`config.mk`:
```
export PLATFORM = sky130hd
export DESIGN_NAME = scan_display_mux
export DESIGN_NICKNAME = d
export VERILOG_FILES = /design/src/rtl/scan_pkg.sv /design/src/rtl/bcd_to_seg7.sv /design/src/rtl/scan_display_mux.sv
export SDC_FILE = /design/constraint.sdc
export NUM_CORES = 1
export LEC_CHECK = 0
export ABC_AREA = 1
export BUFFER_PORTS_ARGS = -buffer_cell sky130_fd_sc_hd__buf_4
export CAP_MARGIN = 20
export CORE_ASPECT_RATIO = 0.6
export CORE_MARGIN = 5
export CORE_UTILIZATION = 25
export CTS_BUF_LIST = sky130_fd_sc_hd__clkbuf_4
export DETAILED_ROUTE_END_ITERATION = 16
export PLACE_DENSITY = 0.5
export SLEW_MARGIN = 25
export SYNTH_ARGS = -nofsm -noshare
export SYNTH_HDL_FRONTEND = slang
export SYNTH_SLANG_ARGS = --single-unit
```
`constraint.sdc`:
```
create_clock -name clk -period 7.2 [get_ports clk]
set_input_delay 0.72 -clock clk [delete_from_list [all_inputs] [get_ports clk]]
set_output_delay 0.72 -clock clk [all_outputs]
set_load 0.02 [all_outputs]
```
`src/rtl/scan_pkg.sv`:
```
// Shared constants for the scanned 7-segment display: digit slots and abcdefg
// segment patterns (bit 6 = a, active-high).
package scan_pkg;

  typedef logic [3:0] bcd_t;
  typedef logic [2:0] slot_idx_t;

  localparam int NUM_DIGITS = 6;

  localparam slot_idx_t IDX_SEC_U = 3'd0;
  localparam slot_idx_t IDX_SEC_T = 3'd1;
  localparam slot_idx_t IDX_MIN_U = 3'd2;
  localparam slot_idx_t IDX_MIN_T = 3'd3;
  localparam slot_idx_t IDX_HR_U  = 3'd4;
  localparam slot_idx_t IDX_HR_T  = 3'd5;

  localparam logic [6:0] SEG_BLANK = 7'b0000000;
  localparam logic [6:0] SEG_0     = 7'b1111110;
  localparam logic [6:0] SEG_1     = 7'b0110000;
  localparam logic [6:0] SEG_2     = 7'b1101101;
  localparam logic [6:0] SEG_3     = 7'b1111001;
  localparam logic [6:0] SEG_4     = 7'b0110011;
  localparam logic [6:0] SEG_5     = 7'b1011011;
  localparam logic [6:0] SEG_6     = 7'b1011111;
  localparam logic [6:0] SEG_7     = 7'b1110000;
  localparam logic [6:0] SEG_8     = 7'b1111111;
  localparam logic [6:0] SEG_9     = 7'b1111011;

endpackage

```
`src/rtl/bcd_to_seg7.sv`:
```
// Combinational BCD to abcdefg decoder; non-decimal codes (10-15) are
// blanked rather than shown as hex glyphs.
module bcd_to_seg7
  import scan_pkg::*;
(
  input  logic [3:0] bcd,
  output logic [6:0] seg
);

  always_comb begin
    case (bcd)
      4'd0:    seg = SEG_0;
      4'd1:    seg = SEG_1;
      4'd2:    seg = SEG_2;
      4'd3:    seg = SEG_3;
      4'd4:    seg = SEG_4;
      4'd5:    seg = SEG_5;
      4'd6:    seg = SEG_6;
      4'd7:    seg = SEG_7;
      4'd8:    seg = SEG_8;
      4'd9:    seg = SEG_9;
      default: seg = SEG_BLANK;
    endcase
  end

endmodule

```
`src/rtl/scan_display_mux.sv`:
```
// Six-digit time-multiplexed 7-segment driver with a per-frame input snapshot.
// Optional SCAN_LEADING_ZERO_BLANK_EN blanks the hours-tens digit when it is 0.
module scan_display_mux
  import scan_pkg::*;
#(
  parameter int SCAN_DIV = 50000,
  parameter int CNT_W    = 16
) (
  input  logic       clk,
  input  logic       clr,
  input  logic [3:0] sec_u,
  input  logic [3:0] sec_t,
  input  logic [3:0] min_u,
  input  logic [3:0] min_t,
  input  logic [3:0] hr_u,
  input  logic [3:0] hr_t,
  output logic [6:0] seg,
  output logic [5:0] dig_sel,
  output logic       frame_done
);

  logic [CNT_W-1:0] div_cnt;
  logic             tick;
  slot_idx_t        idx;
  slot_idx_t        idx_next;
  logic             wrap;
  bcd_t             shadow [NUM_DIGITS];
  bcd_t             dec_in;
  logic [6:0]       dec_out;
  logic [6:0]       seg_next;

  assign tick = (div_cnt == CNT_W'(SCAN_DIV - 1));

  always_ff @(posedge clk or negedge clr) begin
    if (!clr)      div_cnt <= '0;
    else if (tick) div_cnt <= '0;
    else           div_cnt <= div_cnt + 1'b1;
  end

  always_comb begin
    idx_next = idx;
    wrap     = 1'b0;
    if (tick) begin
      if (idx == IDX_HR_T) begin
        idx_next = IDX_SEC_U;
        wrap     = 1'b1;
      end else begin
        idx_next = idx + 3'd1;
      end
    end
  end

  always_ff @(posedge clk or negedge clr) begin
    if (!clr) idx <= IDX_SEC_U;
    else      idx <= idx_next;
  end

  // The whole frame is latched in one edge so a frame never mixes two counts.
  always_ff @(posedge clk or negedge clr) begin
    if (!clr) begin
      for (int i = 0; i < NUM_DIGITS; i++) shadow[i] <= '0;
    end else if (wrap) begin
      shadow[0] <= sec_u;
      shadow[1] <= sec_t;
      shadow[2] <= min_u;
      shadow[3] <= min_t;
      shadow[4] <= hr_u;
      shadow[5] <= hr_t;
    end
  end

  // On the wrap edge the shadow is still stale, so slot 0 bypasses it.
  always_comb begin
    dec_in = shadow[0];
    case (idx_next)
      IDX_SEC_T: dec_in = shadow[1];
      IDX_MIN_U: dec_in = shadow[2];
      IDX_MIN_T: dec_in = shadow[3];
      IDX_HR_U:  dec_in = shadow[4];
      IDX_HR_T:  dec_in = shadow[5];
      default:   dec_in = shadow[0];
    endcase
    if (wrap) dec_in = sec_u;
  end

  bcd_to_seg7 u_dec (
    .bcd (dec_in),
    .seg (dec_out)
  );

`ifdef SCAN_LEADING_ZERO_BLANK_EN
  assign seg_next = (idx_next == IDX_HR_T && shadow[5] == 4'd0) ? SEG_BLANK : dec_out;
`else
  assign seg_next = dec_out;
`endif

  always_ff @(posedge clk or negedge clr) begin
    if (!clr) begin
      dig_sel    <= 6'b000001;
      seg        <= SEG_0;
      frame_done <= 1'b0;
    end else begin
      frame_done <= wrap;
      if (tick) begin
        dig_sel <= 6'b000001 << idx_next;
        seg     <= seg_next;
      end
    end
  end

endmodule
```
==> reports/qor.txt, run 1 <==
Largest stage delay, worst path: 0.63 ns
CP max-delay cell: inv_1
Max-Cap Viols: 0
Htree depth: 3
Clock transition at path regs: 0.10 ns
Pwr Density: 146.3 mW/mm²
Post-cts resize count: 0
Detail Route Antenna Nets: 0
Skew-Pair Late Insertion Delay: 0.41 ns
Antenna Cells: 0
Clk buf depth: 2
DRC errors left: 0
Vias per cell: 4.197
Largest cells by area after synthesis: dfrtp_1 (41%), nand2_1 (16%), dfstp_2 (6.0%)
Lkg Pwr: 1.759 nW
Initial Utilization: 25.45%
Die area: 0.01458 mm²
Drt pass-1 iters: 4
Seq cells post-synth: 57
Critical Path AT: 3.45 ns
CTS Root Cell: clkbuf_4
Crit path capture type: flip-flop
Metal2 WL: 2.755 mm
Worst Hold Class: in2async
Row cnt: 31
Nets@finish: 467
CP Max Fanout: 27
Critical Path RT: 7.55 ns
Top cell type by total area after synthesis: dfrtp_1
WL per Instance: 12.22 µm
Ys async rst share: 100.0%
Port Buffers: 39
Final count of hold timing violations: 0
Crit-path most repeated cell: nand2_1
Hold Buf Count CTS: 0
Area after DPL: 0.003496 mm²
Syn Inst Count: 393
Min Tclk post-route: 3.104 ns
Cell with the most instances after synthesis: nand2_1
Vias in the first global route: 2491
RSZ-0062 raised after global routing: no
Layout Skew: 0.01339 ns
Multi-input gate area: 0.001400 mm²
Cts bufs inserted: 9
Top layer in use: met4
RePlAce Congestion: 0.7975
Core Area: 0.01199 mm²
Max Slew Vio Count: 0
Fin Setup TNS: 0 ns
Slew at the pin closest to its max-slew limit: 0.7421 ns
Outcome: finished, final reports clean
Number of enable flip-flop cells after synthesis: 0
Layout cell share with drive strength beyond 1: 21.64%
Post-synthesis average cell area: 7.762 µm²
Maximum vdd drop: 0.05508 mV
Number of DRC markers in iteration 0: 143
Mapped cell area: 0.003050 mm²
Boundary Pins: 40
Met3 WL: 380 µm
Synth cell count leaders: nand2_1 (133), dfrtp_1 (50), nor2_1 (41)
First-pass GRT wire length: 12.73 mm
Post-Syn Nets: 426
P&R area growth vs syn: 18.05%
Die H: 95.56 µm
Global Route Usage Sum: 11.06%
Total grt overflow: 0
Post-synthesis sequential area ratio: 47.05%
TritonCTS clock tree: done
Wl on met1: 4.182 mm
FF+latch area: 0.001435 mm²
Initial antenna violation count: 0
Post-route clock period utilization: 43.11%
Filler cells: 1301
Post-synth top area share: 41.02%
Final std cell area, no fill: 0.003601 mm²
Largest net degree at the start of global routing: 58
Postcts setup bufs: 0
Final WL: 7.382 mm
Distinct cells, synth: 32
CTS Sinks: 57
WS Path Type: reg2reg
Fmax: 322.2 MHz
Final setup violating endpoints: 0
Worst path cell trace: ha_1 -> nand3_2 -> nor2_1 -> nand2_1 -> inv_1 -> nand2_2 -> inv_1 -> nand2_1 -> nand2_2 -> inv_1 -> ha_1 -> nand2_1 -> nand2_1 -> nand2_1 -> a21oi_2
Die Span X: 152.6 µm
Top FF cell, synth: dfrtp_1
Vias: 2535
Post-DP HPWL: 5.567 mm
Yosys warns: 0
CP Launch Type: flip-flop
Relative slew margins: 50.52%
## power by group
part	leakage [nW]	internal, mW	switching (mW)
clock	0.0566	0.0665	0.123
sequential	0.627	0.320	0
combinational	1.08	0.00843	0.00842
## worst paths after layout
kind | slack (ns) | to | from | cells after the start
worst max-delay path | 4.10 | seg[3] | div_cnt[0] | 15
worst min-delay path | 0.36 | seg[0] | clr | 1
worst max register to register | 4.10 | seg[3] | div_cnt[0] | 15
worst min register to register | 0.47 | div_cnt[0] | div_cnt[0] | 1
max in group asynchronous | 6.35 | div_cnt[10] | clr | 1
min in group clk | 0.47 | div_cnt[0] | div_cnt[0] | 1
## placed cells by master (no fill, tap or decap), types with 4 or more instances in the layout
| cell type | netlist | routed |
|---|---|---|
| nand2_1 | 133 | 133 |
| a21oi_1 | 6 | 6 |
| dfstp_2 | 7 | 7 |
| inv_2 | 4 | 4 |
| nor2_1 | 41 | 41 |
| nand3_1 | 35 | 35 |
| inv_1 | 38 | 38 |
| ha_1 | 7 | 7 |
| nand4_1 | 5 | 5 |
| buf_4 | 1 | 39 |
| nand2_2 | 10 | 10 |
| dfrtp_1 | 50 | 50 |
| o21ai_0 | 14 | 14 |
| nor2_2 | 5 | 5 |
| a21oi_2 | 6 | 6 |
| clkbuf_4 | 0 | 9 |
## cells by family (layout without fill, tap and decap cells)
family / after synthesis / count (layout) / share of synthesized area [%]
simple gates: 241 / 241 / 35.19
flops: 57 / 57 / 47.05
buf+inv: 52 / 98 / 7.055
compound gates: 34 / 34 / 7.260
fa+ha+maj: 7 / 7 / 2.871
xor+xnor: 2 / 2 / 0.5743
## per-stage QoR
step / utilization [%] / power, mW / hold WS [ns] / setup slack (ns) / instances
after CTS: 30.04 / 0.5395 / 0.3765 / 4.038 / 604
after floorplan: - / 0.3265 / 0.4244 / 4.866 / 393
final: 30.04 / 0.5267 / 0.3625 / 4.096 / 604
after global placement: 29.17 / 0.3439 / 0.4439 / 4.180 / 588
after global routing: 30.04 / 0.5572 / 0.4129 / 3.697 / 604
after detailed placement: 29.17 / 0.3440 / 0.4550 / 4.075 / 588
## cell type report
type | count | area share [%]
Sequential cell | 57 | 39.85
Multi-Input combinational cell | 284 | 38.88
Timing Repair Buffer | 39 | 8.131
Tap cell | 165 | 5.733
Inverter | 43 | 4.482
Clock buffer | 9 | 1.876
Clock inverter | 7 | 1.042
## sequential cells by signal, summed over array words and instances (netlist names)
signal and count:
seg 7, shadow 24, frame_done 1, idx 3, div_cnt 16, dig_sel 6
## routing by layer
metal | track usage [%] | vias up
li1 | - | 1320
met1 | 17.10 | 1161
met2 | 14.12 | 47
met3 | 4.172 | 7
met4 | 2.446 | 0
met5 | 0 | -
## critical path, delay by kind of cell, from the launching register on
| family | cells | cell delay (ns) |
|---|---|---|
| adders and majority gates | 2 | 0.50 |
| and+or+nand+nor | 9 | 1.23 |
| DFF | 1 | 0.38 |
| buffers and inverters | 3 | 0.78 |
| AOI/OAI and AO/OA | 1 | 0.14 |
Note: power is estimated with default switching activity, not from simulation.
==> run 2: changes to the inputs <==
Clock period 7.2 ns to 3.1 ns, I/O delays scaled along.
==> reports/qor.txt, run 2 (synthesis gave the netlist of run 1 again) <==
Outcome: finished, final reports clean
Row cnt: 31
Initial antenna violation count: 0
Skew-Pair Late Insertion Delay: 0.42 ns
Critical Path RT: 3.44 ns
Final WL: 7.455 mm
Post-DP HPWL: 5.661 mm
Number of DRC markers in iteration 0: 166
RePlAce Congestion: 0.8339
Layout Skew: 0.008635 ns
Relative slew margins: 50.78%
CP Max Fanout: 16
Maximum vdd drop: 0.1291 mV
Most flops, register: shadow
Pwr Density: 343.8 mW/mm²
Regs by FF count: shadow x24, div_cnt x16, seg x7
Die Span X: 152.6 µm
First-pass GRT wire length: 12.52 mm
Filler cells: 1301
P&R area growth vs syn: 19.69%
Total power: 1.255 mW
Lkg Pwr: 1.785 nW
WS Path Type: reg2reg
Clk buf depth: 2
Initial Utilization: 25.45%
Worst Hold Class: in2reg
Clock transition at path regs: 0.11 ns
Port Buffers: 39
Commonest non-fill, non-tap cells in the layout: nand2_1 (133), dfrtp_1 (50), buf_4 (43), nor2_1 (41), inv_1 (37)
Max Slew Vio Count: 0
Core Area: 0.01199 mm²
Commonest non-fill, non-tap cell in the layout: nand2_1
Metal2 WL: 2.794 mm
Max-Cap Viols: 0
CTS Root Cell: clkbuf_4
Sw frac: 26.21%
Fmax: 359.3 MHz
Drt pass-1 iters: 5
Slew at the pin closest to its max-slew limit: 0.7383 ns
Final count of hold timing violations: 0
Min Tclk post-route: 2.783 ns
TritonCTS clock tree: done
Vias in the first global route: 2541
Vias per cell: 4.189
RSZ-0062 raised after global routing: no
Vias: 2551
Utilization after layout: 30.46%
Seq pwr share: 59.2%
CP Launch Type: flip-flop
Comb pwr share: 3.2%
Met3 WL: 387 µm
Critical Path AT: 3.13 ns
Wl on met1: 4.258 mm
Postcts setup bufs: 0
Fin Setup TNS: 0 ns
Die H: 95.56 µm
Htree depth: 3
P_int: 926.2 µW
DRC errors left: 0
Top layer in use: met4
Die area: 0.01458 mm²
Global Route Usage Sum: 10.84%
Total grt overflow: 0
CTS Sinks: 57
Antenna Cells: 0
Nets@finish: 472
Cts bufs inserted: 9
Clock power frac: 37.6%
Final setup violating endpoints: 0
WL per Instance: 12.24 µm
Largest net degree at the start of global routing: 58
Sw power: 329.0 µW
Max FFs per register: 24
Post-route clock period utilization: 89.79%
Detail Route Antenna Nets: 0
Crit path capture type: flip-flop
Layout cell share with drive strength beyond 1: 22.97%
Boundary Pins: 40
==> run 2: changes by cell type in the layout (fill, tap and decap cells not counted), sizes merged <==
cell | previous run | this run
dlygate4sd3 | 0 | 1
buf | 39 | 43
==> run 2: path summary, 6_finish.rpt <==
path,startpoint,to,slack (ns),cells after the start
max reg2reg,div_cnt[0],seg[2],0.32,20
min in group asynchronous,clr,frame_done,0.49,2
min,sec_t[3],shadow[19],0.07,3
max in group asynchronous,clr,shadow[6],2.12,2
max,div_cnt[0],seg[2],0.32,20
min reg2reg,div_cnt[15],div_cnt[15],0.46,1
==> run 2: final cells by class <==
class	count	area, µm²	share of cell area (%)
multi-input combinational	284	1400	38.35
clock inverter	7	47.55	1.302
clock buffer	9	67.56	1.851
tap	165	206.4	5.655
inverter	43	161.4	4.421
sequential	57	1435	39.31
timing repair buffer	44	332.8	9.116
==> run 2: through the flow <==
stage	worst slack (ns)	hold slack (ns)	instance area [µm²]	std cells
6_report	0.3166	0.07445	3651	609
5_1_grt	0.02543	0.04207	3651	609
4_1_cts	0.2665	0.04311	3651	609
3_5_place_dp	0.3140	0.4326	3526	592
3_3_place_gp	0.4284	0.4267	3526	592
2_1_floorplan	0.7658	0.01441	3050	393
==> run 2: repair_timing <==
action                     4_1_cts  5_1_grt
setup endpoints to repair        0        1
gates resized for setup          0        1
hold endpoints to repair        50        0
hold buffers                     1        0
==> run 2: layer usage <==
metal  track usage, %  vias up
met5                0        -
met4            2.446        0
met3            4.490        2
met2            14.12       43
met1            16.29     1171
li1                 -     1335
==> run 2: critical path: stages (launching register included) <==
cell and delay [ns]:
dfrtp_1 0.39, ha_1 0.22, nand3_2 0.15, nor2_2 0.15
nand2_2 0.15, nand2_2 0.12, nand2_4 0.12, inv_2 0.12
nand2_1 0.07, nand2_2 0.10, nand2_1 0.08, o21ai_0 0.15
inv_1 0.05, nand2_1 0.06, nand2_1 0.12, inv_2 0.13
ha_1 0.17, nand3_1 0.07, nor2_1 0.09, nor2_1 0.05
a21oi_1 0.15
==> run 2: power by group through the flow <==
stage | clock network, mW | registers [mW] | logic, mW
CTS | 0.496 | 0.744 | 0.0421
detailed placement | 0 | 0.758 | 0.0411
global route | 0.535 | 0.744 | 0.0460
floorplan | 0 | 0.758 | 0.000330
finish | 0.471 | 0.744 | 0.0401
global placement | 0 | 0.758 | 0.0402
